<file path="src/rtl/load_align_pipe_pkg.sv">
// Shared size/mode encodings and small helpers for the load alignment pipeline.
package load_align_pipe_pkg;

  localparam logic [1:0] BE_BYTE  = 2'b00;
  localparam logic [1:0] BE_HALF  = 2'b01;
  localparam logic [1:0] BE_WORD  = 2'b10;
  localparam logic [1:0] BE_DWORD = 2'b11;

  localparam logic [1:0] LD_NORMAL = 2'b00;
  localparam logic [1:0] LD_LEFT   = 2'b01;
  localparam logic [1:0] LD_RIGHT  = 2'b10;

  localparam logic LOAD_EXT_SIGNED = 1'b1;

  function automatic logic [6:0] size_bits(input logic [1:0] size);
    return 7'd8 << size;
  endfunction

  function automatic logic [3:0] size_bytes(input logic [1:0] size);
    return 4'd1 << size;
  endfunction

endpackage

</file>
<file path="src/rtl/load_align_pipe_format.sv">
// Combinational load formatter: alignment, sign/zero extension, left/right merge and adel.
module load_format
  import load_align_pipe_pkg::*;
#(
  parameter int DATA_W = 32
) (
  input  logic [DATA_W-1:0]          in_data,
  input  logic [DATA_W-1:0]          in_old,
  input  logic [$clog2(DATA_W/8)-1:0] in_addr,
  input  logic [1:0]                 in_size,
  input  logic                       in_signed,
  input  logic [1:0]                 in_mode,
  output logic [DATA_W-1:0]          fmt_data,
  output logic                       fmt_adel
);

  localparam int NB    = DATA_W / 8;
  localparam int OFF_W = $clog2(NB);
  localparam int SH_W  = $clog2(DATA_W);
  localparam logic [DATA_W-1:0] ONES = '1;

  logic [SH_W-1:0]   shift_r;
  logic [SH_W-1:0]   shift_l;
  logic [DATA_W-1:0] field;
  logic [OFF_W-1:0]  align_mask;
  logic [6:0]        bits;
  logic              misaligned;

  // Keep the low `bits` bits of value and fill the rest with zeros or the sign bit.
  function automatic logic [DATA_W-1:0] extend(input logic [DATA_W-1:0] value,
                                               input logic [6:0] width, input logic sgn);
    logic [DATA_W-1:0] mask;
    logic [SH_W-1:0]   top;
    if (int'(width) >= DATA_W) return value;
    mask = ~(ONES << width);
    top  = SH_W'(width - 7'd1);
    if (sgn && value[top]) return value | ~mask;
    return value & mask;
  endfunction

  assign shift_r    = {in_addr, 3'b000};
  assign shift_l    = {~in_addr, 3'b000};
  assign field      = in_data >> shift_r;
  assign bits       = size_bits(in_size);
  assign align_mask = OFF_W'(size_bytes(in_size) - 4'd1);
  assign misaligned = ((in_addr & align_mask) != '0) || (int'(bits) > DATA_W);

  always_comb begin
    fmt_data = '0;
    fmt_adel = 1'b0;
    case (in_mode)
      LD_LEFT: begin
        fmt_data = (in_data << shift_l) | (in_old & ~(ONES << shift_l));
      end
      LD_RIGHT: begin
        fmt_data = field | (in_old & ~(ONES >> shift_r));
        // LWR of a full word on a 64-bit datapath yields a sign-extended word.
        if (DATA_W == 64 && in_size == BE_WORD && in_addr == '0)
          fmt_data = extend(fmt_data, 7'd32, LOAD_EXT_SIGNED);
      end
      default: begin
        if (misaligned) begin
          fmt_adel = 1'b1;
        end else begin
          fmt_data = extend(field, bits, in_signed);
        end
      end
    endcase
  end

endmodule

</file>
<file path="src/rtl/load_align_pipe.sv">
// Load result formatter followed by a DEPTH-entry FIFO feeding register writeback.
module load_align_pipe
  import load_align_pipe_pkg::*;
#(
  parameter int DATA_W = 32,
  parameter int TAG_W  = 5,
  parameter int DEPTH  = 2
) (
  input  logic                        clk,
  input  logic                        reset,
  input  logic                        flush,
  input  logic                        in_valid,
  output logic                        in_ready,
  input  logic [DATA_W-1:0]           in_data,
  input  logic [DATA_W-1:0]           in_old,
  input  logic [$clog2(DATA_W/8)-1:0] in_addr,
  input  logic [1:0]                  in_size,
  input  logic                        in_signed,
  input  logic [1:0]                  in_mode,
  input  logic [TAG_W-1:0]            in_tag,
  output logic                        out_valid,
  input  logic                        out_ready,
  output logic [DATA_W-1:0]           out_data,
  output logic [TAG_W-1:0]            out_tag,
  output logic                        out_adel
);

  localparam int PTR_W = (DEPTH > 1) ? $clog2(DEPTH) : 1;
  localparam int CNT_W = $clog2(DEPTH + 1);
  localparam logic [CNT_W-1:0] FULL     = CNT_W'(DEPTH);
  localparam logic [PTR_W-1:0] LAST_PTR = PTR_W'(DEPTH - 1);

  logic [DATA_W-1:0] mem_data [DEPTH];
  logic [TAG_W-1:0]  mem_tag  [DEPTH];
  logic              mem_adel [DEPTH];
  logic [PTR_W-1:0]  wr_ptr;
  logic [PTR_W-1:0]  rd_ptr;
  logic [CNT_W-1:0]  count;

  logic [DATA_W-1:0] fmt_data;
  logic              fmt_adel;
  logic              push;
  logic              pop;

  load_format #(.DATA_W(DATA_W)) u_format (
    .in_data   (in_data),
    .in_old    (in_old),
    .in_addr   (in_addr),
    .in_size   (in_size),
    .in_signed (in_signed),
    .in_mode   (in_mode),
    .fmt_data  (fmt_data),
    .fmt_adel  (fmt_adel)
  );

  // Ready depends only on registered occupancy, never on out_ready.
  assign in_ready  = ~reset & ~flush & (count != FULL);
  assign out_valid = (count != '0);
  assign push      = in_valid & in_ready;
  assign pop       = out_valid & out_ready;

  assign out_data = out_valid ? mem_data[rd_ptr] : '0;
  assign out_tag  = out_valid ? mem_tag[rd_ptr]  : '0;
  assign out_adel = out_valid ? mem_adel[rd_ptr] : 1'b0;

  function automatic logic [PTR_W-1:0] next_ptr(input logic [PTR_W-1:0] ptr);
    return (ptr == LAST_PTR) ? '0 : ptr + 1'b1;
  endfunction

  always_ff @(posedge clk or posedge reset) begin
    if (reset) begin
      for (int i = 0; i < DEPTH; i++) begin
        mem_data[i] <= '0;
        mem_tag[i]  <= '0;
        mem_adel[i] <= 1'b0;
      end
      wr_ptr <= '0;
      rd_ptr <= '0;
      count  <= '0;
    end else if (flush) begin
      wr_ptr <= '0;
      rd_ptr <= '0;
      count  <= '0;
    end else begin
      if (push) begin
        mem_data[wr_ptr] <= fmt_data;
        mem_tag[wr_ptr]  <= in_tag;
        mem_adel[wr_ptr] <= fmt_adel;
        wr_ptr           <= next_ptr(wr_ptr);
      end
      if (pop) rd_ptr <= next_ptr(rd_ptr);
      if (push && !pop)      count <= count + 1'b1;
      else if (pop && !push) count <= count - 1'b1;
    end
  end

endmodule

</file>
<file path="config.mk">
export PLATFORM = sky130hd
export DESIGN_NAME = load_align_pipe
export DESIGN_NICKNAME = d
export VERILOG_FILES = /design/src/rtl/load_align_pipe_pkg.sv /design/src/rtl/load_align_pipe_format.sv /design/src/rtl/load_align_pipe.sv
export SDC_FILE = /design/constraint.sdc
export NUM_CORES = 1
export LEC_CHECK = 0
export CAP_MARGIN = 20
export CORE_MARGIN = 2
export CORE_UTILIZATION = 48
export DETAILED_ROUTE_END_ITERATION = 12
export HOLD_SLACK_MARGIN = 0.02
export PLACE_DENSITY = 0.8
export SYNTH_ARGS = -nofsm -noshare
export SYNTH_HDL_FRONTEND = slang
export SYNTH_SLANG_ARGS = --single-unit
</file>
<file path="constraint.sdc">
create_clock -name clk -period 2.65 [get_ports clk]
set_input_delay 0.265 -clock clk [delete_from_list [all_inputs] [get_ports clk]]
set_output_delay 0.265 -clock clk [all_outputs]
set_load 0.05 [all_outputs]
</file>
==> flow_metrics.py <==
metrics = {
    "run_status": {
        "status": "finished clean",
    },
    "timing": {
        "relSlewSlack": 0.598,
        "finClkSkew_ns": 0.00617,
        "min_period_ns": 2.39,
        "hold_slack_ns": 0.394,
        "drv_slew": 0,
        "finalSetupViolations": 0,
        "finalHoldViolCount": 0,
        "setup-tns-final_ns": 0,
        "rsz0062_at_grt": "false",
        "timing.final.ws_setup_ns": 0.258,
        "max_freq_mhz": 418,
        "layout_worst_path_cycle_share": 0.903,
        "tightest_slew_ns": 0.602,
    },
    "floorplanning": {
        "rows": 39,
        "die_h_um": 112,
        "die_area_um2": 12500,
        "core_um2": 11400,
        "initial_core_util": 0.489,
        "die_w_um": 112,
        "ios": 121,
    },
    "drt": {
        "wl_um": 17800,
        "drtAntennaViolNets": 0,
        "detail_route.iter0.violations": 592,
        "wl_per_cell_um": 20.7,
        "first_pass_iters": 5,
        "drc": 0,
        "num_vias": 5430,
        "avgViaCountPerCell": 6.31,
    },
    "synth": {
        "synth_edf_count": 0,
        "syn_nets": 683,
        "ys_seq_area_frac": 0.360,
        "synthCells": 600,
        "ys_ff_latch": 80,
        "synth_area_per_cell_um2": 9.28,
        "ys_warn_count": 0,
        "synth-async-reset-ratio": 1.00,
        "synthDistinctLibCells": 56,
        "synth_flop_cell": "dfrtp_1",
        "syn_area_um2": 5570,
    },
    "cells_and_area": {
        "final_core_util": 0.646,
        "nets": 795,
        "ff_latch_area_um2": 2000,
        "layout_common_cells": "clkdlybuf4s50_1, mux2i_1, nor2_1, dfrtp_1, nand2_1",
        "fill_cells": 959,
        "multiInputGateArea_um2": 3300,
        "post-route-cell-area_um2": 7340,
        "mostFrequentLayoutCell": "clkdlybuf4s50_1",
        "drive_above_1_share": 0.135,
        "area_growth_pct": 31.9,
        "n_antenna_cell": 0,
        "instances_no_fill": 860,
    },
    "clock_network": {
        "clock-sinks": 80,
        "clk_pin_slew_worst_paths_ns": 0.06,
        "hold_buffers": 0,
        "cts_setup_buffers": 0,
        "cts_max_level": 3,
        "cts_resized": 0,
        "cts_buffer_depth": 2,
        "insertion_delay_ns": 0.34,
        "cts-root-buf": "clkbuf_16",
        "cts_tree": "yes",
        "cts_buffers": 9,
    },
    "grt": {
        "grt_pass1_vias": 5352,
        "antenna_found_initial": 0,
        "grt_max_degree": 79,
        "overflow": 0,
        "grtUsageTotal": 0.286,
        "grt_pass1_wl_um": 28300,
    },
    "power_and_ir_drop": {
        "power.density_nw_per_um2": 608,
        "power_mw": 4.46,
        "p_leak_nw": 3.02,
        "irDropWorstVdd_v": 0.000360,
    },
    "critical_path": {
        "rrSetupSlack_ns": 0.70,
        "cp_num_buf_inv": 2,
        "cpPeakStageDelay_ns": 0.70,
        "cp-end-kind": "primary output",
        "r2r_start": "count[0]",
        "cp.required_ns": 2.38,
        "critPathSlowestCell": "clkdlybuf4s50_1",
        "critPathTopFamily": "buffers and inverters",
        "r2r_cells": 4,
        "worstPathMaxFanout": 39,
        "critical_path_class": "flip-flop to primary output",
        "r2r-end": "mem_data[30]",
        "arrival_ns": 2.13,
        "start_kind": "flip-flop",
        "critical_path.cell_chain": "buf_12 > mux2i_1 > nor2_1 > clkdlybuf4s50_1",
    },
    "placement": {
        "dp_hpwl_um": 13100,
        "placed_area_um2": 7010,
        "numPortBuffers": 120,
        "gp_congestion": 0.985,
        "placed_cells": 844,
        "place_ws_ns": 0.150,
    },
    "run": {
        "drv_cap": 0,
    },
    "hold_path": {
        "min_path_type": "primary input to asynchronous set/reset pin",
    },
}
-- worst register-to-register path: stages, from the launching register on --
cell,delay (ns)
dfrtp_1,0.45
nand2b_1,0.15
and4_1,0.53
o21ai_2,0.30
o32a_1,0.41
-- Yosys cell counts, types with 2 or more instances --
master    number  area (um^2)
mux2i_1       97          971
nor2_1        88          330
dfrtp_1       80         2000
nand2_1       38          143
a21oi_1       33          165
o22ai_1       29          181
mux2_2        27          304
clkbuf_1      21         78.8
buf_2         20          100
o32a_1        17          170
a211oi_1      16          120
a31oi_1       16          100
o21ai_0       13         65.1
nand2b_1      11         68.8
nand3b_1       9         67.6
o221ai_1       8         70.1
a21o_1         7         52.6
inv_1          7         26.3
a311oi_1       6         52.6
buf_1          5         18.8
or3b_2         5         43.8
nor2b_1        3         18.8
a21oi_2        2         17.5
and4_1         2         17.5
buf_4          2         15.0
buf_6          2         22.5
ha_1           2         25.0
nand4b_1       2         17.5
nor3_1         2         10.0
o21ai_2        2         17.5
o21bai_1       2         15.0
or3_1          2         12.5
-- flip-flops by register name (all words and copies together), names as in the netlist --
signal    count
mem_tag      10
rd_ptr        1
wr_ptr        1
count         2
mem_adel      2
mem_data     64
-- layout make-up --
class / count / area share
Clock buffer: 9 / 0.0307
Clock inverter: 7 / 0.0148
Inverter: 7 / 0.00358
Multi-Input combinational cell: 463 / 0.450
Sequential cell: 80 / 0.273
Tap cell: 143 / 0.0244
Timing Repair Buffer: 151 / 0.204
-- power breakdown --
part | switching [mW] | internal, mW
registers | 0.166 | 1.52
clock network | 0.560 | 0.849
logic | 0.751 | 0.611
total | 1.48 | 2.98
-- how the worst max path moves through the flow --
stage	startpoint	to	slack (ns)	cells past startpoint
5_1_grt	rd_ptr	out_data[15]	0.20	4
4_1_cts	rd_ptr	out_data[22]	0.25	4
3_5_place_dp	in_mode[0]	mem_data[18]	0.15	9
2_1_floorplan	reset	count[0]	0.33	1
3_3_place_gp	in_mode[0]	mem_data[50]	0.21	9
6_report	rd_ptr	out_data[22]	0.26	4
-- logic make-up after synthesis --
group,share of synthesized area
buffers and inverters,0.0470
multiplexers,0.233
flip-flops,0.360
XOR/XNOR,0.00157
AO/OA/AOI/OAI,0.202
adder cells (fa/ha/maj),0.00450
AND/OR/NAND/NOR,0.152
-- per-layer routing --
metal,part of all wire,GRT usage,vias up
met5,0,0,-
met4,0.024,0.0971,0
met3,0.067,0.0294,33
met2,0.48,0.478,260
met1,0.42,0.391,2671
li1,-,-,2466
(Power assumes the default switching activity.)
